[config.mk]
export PLATFORM = sky130hd
export DESIGN_NAME = axi_wdata_buffer
export DESIGN_NICKNAME = d
export VERILOG_FILES = /design/src/rtl/axi_apb_pkg.sv /design/src/rtl/axi_wdata_buffer_fifo.sv /design/src/rtl/axi_wdata_buffer.sv
export SDC_FILE = /design/constraint.sdc
export NUM_CORES = 1
export LEC_CHECK = 0
export ABC_AREA = 1
export CAP_MARGIN = 20
export CORE_UTILIZATION = 30
export DETAILED_ROUTE_END_ITERATION = 8
export PLACE_DENSITY = 0.47
export SETUP_SLACK_MARGIN = 0.05
export SLEW_MARGIN = 20
export SYNTH_ARGS = -nofsm -noshare
export SYNTH_HDL_FRONTEND = slang
export SYNTH_SLANG_ARGS = --single-unit
[constraint.sdc]
create_clock -name wclk -period 2.9 [get_ports wclk]
set_input_delay 0.87 -clock wclk [delete_from_list [all_inputs] [get_ports wclk]]
set_output_delay 0.87 -clock wclk [all_outputs]
set_load 0.005 [all_outputs]
[src/rtl/axi_apb_pkg.sv]
`default_nettype none
// +----------------------------------------------------------------------+
// | axi_apb_pkg: shared types and defaults for the AXI-APB bridge.       |
// | Revision: 1.0                                                        |
// +----------------------------------------------------------------------+
package axi_apb_pkg;

  localparam int c_data_width    = 32;
  localparam int c_pointer_width = 3;
  localparam int c_len_width     = 8;

  typedef enum logic [1:0] {
    IDLE   = 2'd0,
    ACCEPT = 2'd1,
    DRAIN  = 2'd2
  } wbuf_state_e;

  // Stored beat layout is {last, strb, data}.
  function automatic int wbeat_width(input int data_width);
    return data_width + data_width / 8 + 1;
  endfunction

  localparam int c_wbeat_width = wbeat_width(c_data_width);

endpackage
`default_nettype wire

[src/rtl/axi_wdata_buffer_fifo.sv]
`default_nettype none
// +----------------------------------------------------------------------+
// | wbeat_fifo: single-clock first-word-fall-through beat FIFO.          |
// | Revision: 1.0                                                        |
// +----------------------------------------------------------------------+
module wbeat_fifo #(
  parameter int WIDTH         = 37,
  parameter int POINTER_WIDTH = 3
) (
  input  logic             wclk,
  input  logic             rst_n,
  input  logic             push,
  input  logic [WIDTH-1:0] wr_data,
  input  logic             pop,
  output logic [WIDTH-1:0] rd_data,
  output logic             full,
  output logic             empty
);

  localparam int c_depth = 2 ** POINTER_WIDTH;

  logic [WIDTH-1:0]       r_mem [c_depth];
  logic [POINTER_WIDTH:0] r_wr_ptr;
  logic [POINTER_WIDTH:0] r_rd_ptr;
  logic                   w_push;
  logic                   w_pop;

  assign full  = (r_wr_ptr[POINTER_WIDTH] != r_rd_ptr[POINTER_WIDTH]) &&
                 (r_wr_ptr[POINTER_WIDTH-1:0] == r_rd_ptr[POINTER_WIDTH-1:0]);
  assign empty = (r_wr_ptr == r_rd_ptr);

  assign w_push = push & ~full;
  assign w_pop  = pop & ~empty;

  always_ff @(posedge wclk or negedge rst_n) begin
    if (!rst_n) begin
      r_wr_ptr <= '0;
      r_rd_ptr <= '0;
    end else begin
      if (w_push) r_wr_ptr <= r_wr_ptr + 1'b1;
      if (w_pop)  r_rd_ptr <= r_rd_ptr + 1'b1;
    end
  end

  // Storage carries no reset; validity is tracked solely by the pointers.
  always_ff @(posedge wclk) begin
    if (w_push) r_mem[r_wr_ptr[POINTER_WIDTH-1:0]] <= wr_data;
  end

  assign rd_data = r_mem[r_rd_ptr[POINTER_WIDTH-1:0]];

endmodule
`default_nettype wire

[src/rtl/axi_wdata_buffer.sv]
`default_nettype none
// +----------------------------------------------------------------------+
// | axi_wdata_buffer: AXI W-channel burst receiver feeding the APB side. |
// | Optional macro WLAST_CHECK_EN adds the sticky wlast_err check.       |
// | Revision: 1.0                                                        |
// +----------------------------------------------------------------------+
module axi_wdata_buffer
  import axi_apb_pkg::*;
#(
  parameter int DATA_WIDTH    = c_data_width,
  parameter int POINTER_WIDTH = c_pointer_width,
  parameter int LEN_WIDTH     = c_len_width
) (
  input  logic                    wclk,
  input  logic                    rst_n,
  input  logic                    burst_start,
  input  logic [LEN_WIDTH-1:0]    burst_len,
  input  logic                    wvalid,
  output logic                    wready,
  input  logic [DATA_WIDTH-1:0]   wdata,
  input  logic [DATA_WIDTH/8-1:0] wstrb,
  input  logic                    wlast,
  output logic                    beat_avail,
  input  logic                    beat_rd,
  output logic [DATA_WIDTH-1:0]   beat_data,
  output logic [DATA_WIDTH/8-1:0] beat_strb,
  output logic                    beat_last,
`ifdef WLAST_CHECK_EN
  output logic                    wlast_err,
`endif
  output logic                    burst_done
);

  localparam int c_beat_width = wbeat_width(DATA_WIDTH);

  wbuf_state_e            r_state;
  wbuf_state_e            w_state_nxt;
  logic [LEN_WIDTH-1:0]   r_cnt;
  logic [LEN_WIDTH-1:0]   r_len;
  logic                   r_burst_done;
  logic                   w_wready;
  logic                   w_push;
  logic                   w_last_beat;
  logic                   w_full;
  logic                   w_empty;
  logic [c_beat_width-1:0] w_rd_beat;

  assign w_last_beat = (r_cnt == r_len);
  assign w_push      = wvalid & w_wready;

  always_comb begin
    w_state_nxt = r_state;
    w_wready    = 1'b0;
    case (r_state)
      IDLE: begin
        if (burst_start) w_state_nxt = ACCEPT;
      end
      ACCEPT: begin
        w_wready = ~w_full;
        if (w_push && w_last_beat) w_state_nxt = DRAIN;
      end
      DRAIN: begin
        if (w_empty) w_state_nxt = IDLE;
      end
      default: w_state_nxt = IDLE;
    endcase
  end

  always_ff @(posedge wclk or negedge rst_n) begin
    if (!rst_n) begin
      r_state      <= IDLE;
      r_cnt        <= '0;
      r_len        <= '0;
      r_burst_done <= 1'b0;
    end else begin
      r_state      <= w_state_nxt;
      r_burst_done <= (r_state == DRAIN) && w_empty;
      if (r_state == IDLE && burst_start) begin
        r_len <= burst_len;
        r_cnt <= '0;
      end else if (w_push) begin
        r_cnt <= r_cnt + 1'b1;
      end
    end
  end

`ifdef WLAST_CHECK_EN
  logic r_wlast_err;

  always_ff @(posedge wclk or negedge rst_n) begin
    if (!rst_n) begin
      r_wlast_err <= 1'b0;
    end else if (r_state == IDLE && burst_start) begin
      r_wlast_err <= 1'b0;
    end else if (w_push && (wlast != w_last_beat)) begin
      r_wlast_err <= 1'b1;
    end
  end

  assign wlast_err = r_wlast_err;
`else
  logic w_unused_wlast;
  assign w_unused_wlast = wlast;
`endif

  wbeat_fifo #(
    .WIDTH         (c_beat_width),
    .POINTER_WIDTH (POINTER_WIDTH)
  ) u_fifo (
    .wclk    (wclk),
    .rst_n   (rst_n),
    .push    (w_push),
    .wr_data ({w_last_beat, wstrb, wdata}),
    .pop     (beat_rd),
    .rd_data (w_rd_beat),
    .full    (w_full),
    .empty   (w_empty)
  );

  assign wready     = w_wready;
  assign beat_avail = ~w_empty;
  assign beat_data  = w_rd_beat[DATA_WIDTH-1:0];
  assign beat_strb  = w_rd_beat[DATA_WIDTH+DATA_WIDTH/8-1:DATA_WIDTH];
  assign beat_last  = w_rd_beat[c_beat_width-1];
  assign burst_done = r_burst_done;

endmodule
`default_nettype wire

# Word level (Yosys, flattened, before mapping)
# Memories as Yosys holds them, arrays and structs flattened.
# Cells that the tools add are included.
[word_totals] ff_bits=27 latch_bits=0 mem_bits_rw=296 rom_bits=0 input_bits=50 output_inout_bits=40 mem_count=1
[classes] n_addsub=3 mul=0 n_div=0 n_lt_le_gt_ge=0 n_eq_ne=9 shift=0 muxes=9 bitwise_logic=5 n_reduce_logical=7
[mem_list] memory="u_fifo.r_mem" depth=8 width=37 read_ports=1 rd_clocked_by_memory_dff=0 wr=1 line="axi_wdata_buffer_fifo.sv:22" rtl="logic [WIDTH-1:0] r_mem [c_depth];"
[op_table] cell="two-way mux 8 bit" count=2
[op_table] cell="adder 4 x 1 -> 4 bit (second input constant)" count=2
[op_table] cell="adder 8 x 1 -> 8 bit (second input constant)" count=1
[op_table] cell="equality test 8 bit" count=1
[op_table] cell="two-way mux 2 bit" count=3
[op_table] cell="case mux 2 bit (3 select lines)" count=1
[op_table] cell="equality test 4 bit" count=1
[op_table] cell="logical AND 1 bit" count=4
[op_table] cell="!= test 2 bit (second input constant)" count=2
[op_table] cell="bitwise AND 1 bit" count=3
[op_table] cell="equality test 3 bit" count=1
[op_table] cell="two-way mux 1 bit" count=3
[op_table] cell="AND reduction 3 bit" count=1
[op_table] cell="equality test 2 x 1 -> 1 bit (second input constant)" count=1
[op_table] cell="equality test 2 bit (second input constant)" count=1
[op_table] cell="logical NOT 2 bit" count=1
[op_table] cell="!= test 2 x 1 -> 1 bit (second input constant)" count=1
[op_table] cell="NOT 1 bit" count=2
[op_table] cell="nonzero test 2 bit" count=1
[op_table] cell="!= test 1 bit" count=1

# Longest topological paths before layout
# Gate-level depths: netlist of run 1.
[logic_depth] depth_word=8 mapped_depth=10

# Modules after synthesis
# A second synthesis of run 1 with hierarchy kept.
[unflattened] cells_unflattened=1064 area_unflattened_um2=13043.8
[by_module_without_submodules] mod="wbeat_fifo" instances=1 cells_per_inst=926 area_each_um2=11990.2 seq_area_each_um2=9088.7
[by_module_without_submodules] mod="axi_wdata_buffer" instances=1 cells_per_inst=138 area_each_um2=1053.5 seq_area_each_um2=475.5

# Least setup slack after synthesis of run 1
# Ideal clock, no wire load.
[synth_path] path_kind="in2reg" startpoint="input wvalid" endpoint="memory u_fifo.r_mem[1][0] (enable)" setup_time_ns=0.431 arrival_time_ns=2.718 t_required_ns=2.469 slack_ns=-0.249 cell_stages=4 n_path_buf=0 path_cell_list="nand3_4 > inv_4 > nand2_2 > nor2_1"
[synth_via] elab_chain_cells=4
[synth_lines] item="start: declaration" line="axi_wdata_buffer.sv:18" rtl="input logic wvalid,"
[synth_lines] item="bitwise AND 1 bit" line="axi_wdata_buffer.sv:49" rtl="assign w_push = wvalid & w_wready;"
[synth_lines] item="bitwise AND 1 bit" line="axi_wdata_buffer_fifo.sv:32" rtl="assign w_push = push & ~full;"
[synth_lines] item="two-way mux 1 bit" line="axi_wdata_buffer_fifo.sv:47" rtl="if (w_push) r_mem[r_wr_ptr[POINTER_WIDTH-1:0]] <= wr_data;"
[synth_lines] item="two-way mux 1 bit (implied by the code)" line="axi_wdata_buffer_fifo.sv:47"
[synth_lines] item="end: declaration" line="axi_wdata_buffer_fifo.sv:22"
# Every way passes these cells.

# Worst setup path after layout of run 1
[layout_path] startpoint="register u_fifo.r_rd_ptr[0]" endpoint="output beat_data[17]"
[layout_via] elab_chain_cells=1
[layout_lines] item="start: declaration" line="axi_wdata_buffer_fifo.sv:24" rtl="logic [POINTER_WIDTH:0] r_rd_ptr;"
[layout_lines] item="start signal: assignment" line="axi_wdata_buffer_fifo.sv:41" rtl="if (w_pop) r_rd_ptr <= r_rd_ptr + 1'b1;"
[layout_lines] item="memory read (8 x 37 bit)"
[layout_lines] item="end: declaration" line="axi_wdata_buffer.sv:25" rtl="output logic [DATA_WIDTH-1:0] beat_data,"
# Every way passes these cells.

==> results.md, run 1 <==
* Highest Signal Layer: met5
* Met2 WL at between 15 and 20 mm
* Arr. time, crit path at about 2300 ps
* Largest family of logic cells by synthesized area: simple AND/OR/NAND/NOR gates
* Crit-path cells: buf_12 > buf_12 > buf_8 > buf_6 > buf_6 > o21ai_2 > o22ai_1 > nor2_1 > a31oi_1 > buf_2
* WL/cell at 19.0 um
* Final period util at 107%
* DRT iter0 DRCs at approximately 540
* Clk_lat worst skew at about 560 ps
* Critical R2R Launch: u_fifo.r_rd_ptr[0]
* Post-Synth Adder-Cell Area at less than 1%
* CTS max path bufs at 3
* Vias in the first global route at approximately 8500
* Cells after Synth at 1031
* XOR/XNOR Fraction of Synth Area at under 10%
* Dpl ws at between 1.5 and 2 ps
* Primary FF master, synth: edfxtp_1
* Critical path class: reg -> out
* Syn avg cell area at ~13 um2
* Final wirelength at between 30 and 40 mm
* RSZ-0062 raised after global routing: true
* Die area at about 0.044 mm2
* Count of buffers from port buffering at 88
* Final Hold Violating Endpoints at 0
* Antenna violations before repair at 2
* Worst setup EP type: output pin
* Largest net degree at the start of global routing at 38
* First-pass GRT wire length at ~51 mm
* Area Overhead vs Synth at 38.0%
* Critical Path Start Type: flop
* Rel. slew slack at a little under three quarters
* Async S/R FF share, synth at around 8.4%
* Max-slew violation count at 0
* Hold buffers post-CTS at 0
* Most frequent cells after synthesis: edfxtp_1 (296), nor2_1 (275), o21ai_0 (150)
* Clk root buf: clkbuf_16
* Mapped Nets at 1084
* DP HPWL at between 15 and 20 mm
* Tot Pwr at 19.5 mW
* Post-synth EDFFs at approximately 300
* Largest cells by area after synthesis: edfxtp_1 (69%), nor2_1 (8.0%), o21ai_0 (5.8%), dfrtp_1 (5.2%), nand2_1 (2.0%)
* Cells after DPL at between 1500 and 2000
* Chip width at about 210 um
* Fmax at 321 MHz
* Worst vdd ir at approximately 0.00044 V
* Worst path slowest cell: dfrtp_4
* Via count at roughly 8600
* Failing checks: setup timing
* Cell row count at 75
* Post-Syn Area at 0.0129 mm2
* Status: complete, but fails checks
* Flops & latches, synth at approximately 320
* Initial core utilization at a little under a third
* Synth Warn # at 0
* Worst EP required at 2030 ps
* Area share of the largest cell type after synthesis at between 60 and 70%
* Fillers at about 4000
* Synth area leader: edfxtp_1
* Final setup violation count at 36
* Final cell count without fillers at about 1800
* Flop2flop setup slack at between 400 and 500 ps
* Number of H-tree levels at 2
* Final Wtd Congestion at slightly below 0.7
* Compound-Gate Fraction of Synth Area at 9.70%
* Top-count cell post-synth: edfxtp_1
* Share of layout cells above drive strength 1 at approximately 29%
* Gr usage total at 15.6%
* Max incr delay on CP at 540 ps
* CTS tree: yes
* Layout Nets at ~1300
* Synth Area in Simple Gates at 11.6%
* R2r worst-path depth at 12
* Hold Startpoint: r_len[1]
* Post-route setup slack at -216 ps
* Worst hold-check path type: reg -> reg
* Post-synthesis sequential area ratio at 74.1%
* DRC Markers at 0
* CTS clk-pin slew, worst paths at around 60 ps
* RR Endpoint: u_fifo.r_mem[1][23]
* WL met3 at approximately 1.5 mm
* Design Area, Final at between 0.015 and 0.02 mm2
* PwrDens at 1090 mW/mm2
* DRT Pass-1 Iters at 4
* Gr ovfl total at 0
* Worst Hold Path EP: r_len[1]
* Yosys cell types at 32
* Least-Margin Pin Slew at ~430 ps
* Post-route ant nets at 0
* Clock Sinks at between 300 and 400
* Leakage at between 6 and 7 nW
* Hold depth at 2
* Placed Area at between 0.01 and 0.015 mm2
* Die height at 209 um
* Number of buffers created by CTS at 38
* Via/cell ratio at around 4.7
* Crit path time final at 3120 ps
* Sum Neg Setup Slack at -4250 ps
* I/O pins at 90
* Core Region at between 0.04 and 0.05 mm2
* Maximum fanout along the worst path at 5
* Metal-1 WL at between 15 and 20 mm
* Layout Skew at about 16 ps
* Max_cap viols at 0
* Mux cell area share after synthesis at 0%
## registers in the layout, indices dropped and copies added, names as in the netlist
name	flops
u_fifo.r_wr_ptr	4
r_state	2
u_fifo.r_rd_ptr	4
u_fifo.r_mem	296
burst_done	1
r_cnt	8
r_len	8
## critical path, delay by kind of cell (launching register included)
kind / cells / cell delay [ps]
AND/OR/NAND/NOR: 1 / 120
flip-flops: 1 / 540
buffers and inverters: 6 / 780
AO/OA/AOI/OAI: 3 / 250
## placed cells by master, fill, tap and decap left out, types with 33 or more instances in the layout
cell,instances
buf_6,33
a31oi_1,34
edfxtp_1,296
o21ai_1,53
buf_2,34
buf_4,62
nor2_2,38
nor2_1,216
clkdlybuf4s50_1,49
clkbuf_16,44
nand2_1,66
o21ai_0,75
buf_12,34
## through the flow
step / hold slack [ps] / utilization (%)
after floorplan: 464 / -
after global placement: 490 / 35.5
after detailed placement: 493 / 35.5
after CTS: 505 / 40.6
after global routing: 528 / 42.2
final: 501 / 42.2
## final cells by class
type                       count  area [um2]  share of cell area [%]
antenna                        1        2.50                  0.0141
clock buffer                  47         995                    5.59
clock inverter                16         141                   0.794
inverter                      20        87.6                   0.492
multi-input combinational    626        3500                    19.7
sequential                   323        9570                    53.8
tap                          539         674                    3.79
timing repair buffer         240        2830                    15.9
## repair_timing
| item | in CTS | in global routing |
|---|---|---|
| buffers inserted | 55 | 24 |
| endpoints found under the hold margin | 0 | 0 |
| gates resized for setup | 301 | 150 |
| pin swaps | 73 | 87 |
| endpoints found under the setup margin | 39 | 39 |
| gates cloned | 13 | 6 |
## where the power goes
part / internal (mW) / switching, mW / total (mW)
Combinational: 4.36 / 4.51 / 8.87
Clock: 2.60 / 1.83 / 4.43
Sequential: 5.84 / 0.315 / 6.15
Total: 12.8 / 6.65 / 19.5
## kinds of logic (layout without fill, tap and decap cells)
group           Yosys count  after routing
flops                   323            323
compound gates          231            231
fa+ha+maj                 3              3
other cells               0              1
buf+inv                  82            323
simple gates            374            374
xor+xnor                 18             18
## worst max path at each step
stage,from,endpoint,slack (ps)
after floorplan,wvalid,u_fifo.r_mem[1][0],-250
after global placement,u_fifo.r_rd_ptr[0],beat_data[8],0.05
after detailed placement,u_fifo.r_rd_ptr[0],beat_data[8],2
after CTS,u_fifo.r_rd_ptr[0],beat_data[8],-280
after global routing,u_fifo.r_rd_ptr[0],beat_data[17],-330
final,u_fifo.r_rd_ptr[0],beat_data[17],-220
## layer usage
layer	GRT usage, %	vias up
met5	0	-
met4	4.18	2
met3	3.56	37
met2	25.7	125
met1	20.7	4259
li1	-	4165
(Power assumes the default switching activity.)
==> inputs of run 2 (changes only) <==
--- a/config.mk
+++ b/config.mk
@@ -10,8 +10,10 @@
 export CORE_UTILIZATION = 30
 export DETAILED_ROUTE_END_ITERATION = 8
 export PLACE_DENSITY = 0.47
+export REMOVE_ABC_BUFFERS = 1
 export SETUP_SLACK_MARGIN = 0.05
 export SLEW_MARGIN = 20
 export SYNTH_ARGS = -nofsm -noshare
 export SYNTH_HDL_FRONTEND = slang
 export SYNTH_SLANG_ARGS = --single-unit
+export TNS_END_PERCENT = 5
==> results.md, run 2 (synthesized netlist as in run 1, its figures left out) <==
* DRT Pass-1 Iters at 4
* Die height at about 210 um
* Largest net degree at the start of global routing at 38
* Hold slack at approximately 500 ps
* Critical path class: reg -> out
* Max reg flops at 296
* Die area at between 0.04 and 0.05 mm2
* DP HPWL at approximately 17 mm
* Layout Nets at approximately 1300
* Final wirelength at 32.2 mm
* I/O pins at 90
* Worst hold-check path type: reg -> reg
* DRC Markers at 0
* Clk_lat worst skew at between 500 and 600 ps
* Placed Area at 0.0150 mm2
* Util after Layout at 40.3%
* Clk root buf: clkbuf_16
* Critical Path Start Type: flop
* Rel. slew slack at a little under three fifths
* Final setup violation count at 36
* N_diodes at 0
* First-pass GRT wire length at 49.9 mm
* WL/cell at approximately 18 um
* Failing checks: setup timing
* Worst EP required at ~2000 ps
* Least-Margin Pin Slew at 660 ps
* Area Overhead vs Synth at 31.6%
* Final Hold Violating Endpoints at 0
* Number of buffers created by CTS at 37
* RSZ-0062 raised after global routing: true
* Worst setup EP type: output pin
* Max-slew violation count at 0
* Hold buffers post-CTS at 0
* Final period util at 105%
* Commonest non-fill, non-tap cell in the layout: edfxtp_1
* Design Area, Final at between 0.015 and 0.02 mm2
* Maximum fanout along the worst path at 7
* Fmax at about 330 MHz
* Via/cell ratio at around 4.7
* Leakage at around 6.0 nW
* Status: complete, but fails checks
* CTS clk-pin slew, worst paths at approximately 60 ps
* Count of buffers from port buffering at 88
* Share of layout cells above drive strength 1 at between 20% and 30%
* Arr. time, crit path at ~2200 ps
* Post-route setup slack at -143 ps
* Layout Skew at ~13 ps
* Crit path time final at roughly 3000 ps
* DRT iter0 DRCs at 441
* Antenna violations before repair at 1
* Tot Pwr at approximately 18 mW
* Number of H-tree levels at 2
* Chip width at around 210 um
* Cell row count at 75
* Worst vdd ir at roughly 0.00043 V
* Clock Sinks at 323
* Gr usage total at around 15%
* Final Wtd Congestion at ~0.71
* Vias in the first global route at ~8300
* Gr ovfl total at 0
* Post-route ant nets at 0
* Most frequent cells in the layout: edfxtp_1 (296), nor2_1 (248), o21ai_0 (96)
* Via count at around 8300
* Core Region at ~0.042 mm2
* CTS max path bufs at 3
* Max_cap viols at 0
* PwrDens at ~1100 mW/mm2
* Dpl ws at 16.8 ps
* CTS tree: yes
* Initial core utilization at a little under a third
run 2: changes by cell type in the layout (fill, tap and decap cells not counted), moves of 4 or more:
cell,previous run,this run
nor2_1,216,248
nor2_2,38,18
buf_4,62,44
o22ai_1,18,31
buf_6,33,15
clkbuf_1,8,13
a31oi_2,3,7
clkbuf_16,44,40
o22ai_2,19,6
o21ai_2,25,8
nor2_4,25,13
a31oi_1,34,30
o21ai_0,75,96
run 2: cell type report:
cell class                 instances  area [um2]
clock inverter                    14        66.3
fill                            3929       25200
sequential                       323        9570
timing repair buffer             196        2320
tap                              539         674
inverter                          20        92.6
multi-input combinational        626        3220
clock buffer                      52        1020
run 2: stage by stage:
stage,instances,TNS (ps)
2_1_floorplan,969,-930960
3_3_place_gp,1658,0
3_5_place_dp,1658,0
4_1_cts,1766,-5770
5_1_grt,1770,-7490
6_report,1770,-3010
run 2: worst paths after layout:
kind | start | endpoint | slack [ps] | depth (start not counted)
worst min register to register | r_len[1] | r_len[1] | 500 | 2
worst min-delay path | r_len[1] | r_len[1] | 500 | 2
max in group asynchronous | rst_n | r_len[1] | 1560 | 2
worst max register to register | u_fifo.r_rd_ptr[0] | u_fifo.r_mem[5][6] | 440 | 12
min in group asynchronous | rst_n | burst_done | 740 | 1
worst max-delay path | u_fifo.r_rd_ptr[0] | beat_strb[1] | -140 | 9
run 2: worst max-delay path, stage by stage (launching register included):
cell,delay (ps)
dfrtp_4,570
inv_12,100
buf_12,120
buf_16,110
buf_4,100
nor2_1,40
o22ai_1,150
nor2_1,70
a31oi_2,220
buf_2,160
run 2: power breakdown:
part | switching, mW | internal [mW] | total (mW)
Sequential | 0.299 | 5.84 | 6.14
Clock | 1.78 | 2.46 | 4.24
Combinational | 4.09 | 3.68 | 7.77
run 2: layer usage:
layer	share of wire, %	up-vias	track usage [%]
met3	4.8	52	2.99
met4	2.0	2	4.89
met5	0.031	-	0
li1	-	4056	-
met2	47	175	24.7
met1	46	3987	20.0
run 2: repair_timing:
| action | 4_1_cts | 5_1_grt |
|---|---|---|
| buffers inserted | 27 | 6 |
| pin swaps | 56 | 44 |
| cloned | 15 | 1 |
| resized for setup | 231 | 83 |
| setup endpoints to repair | 39 | 39 |
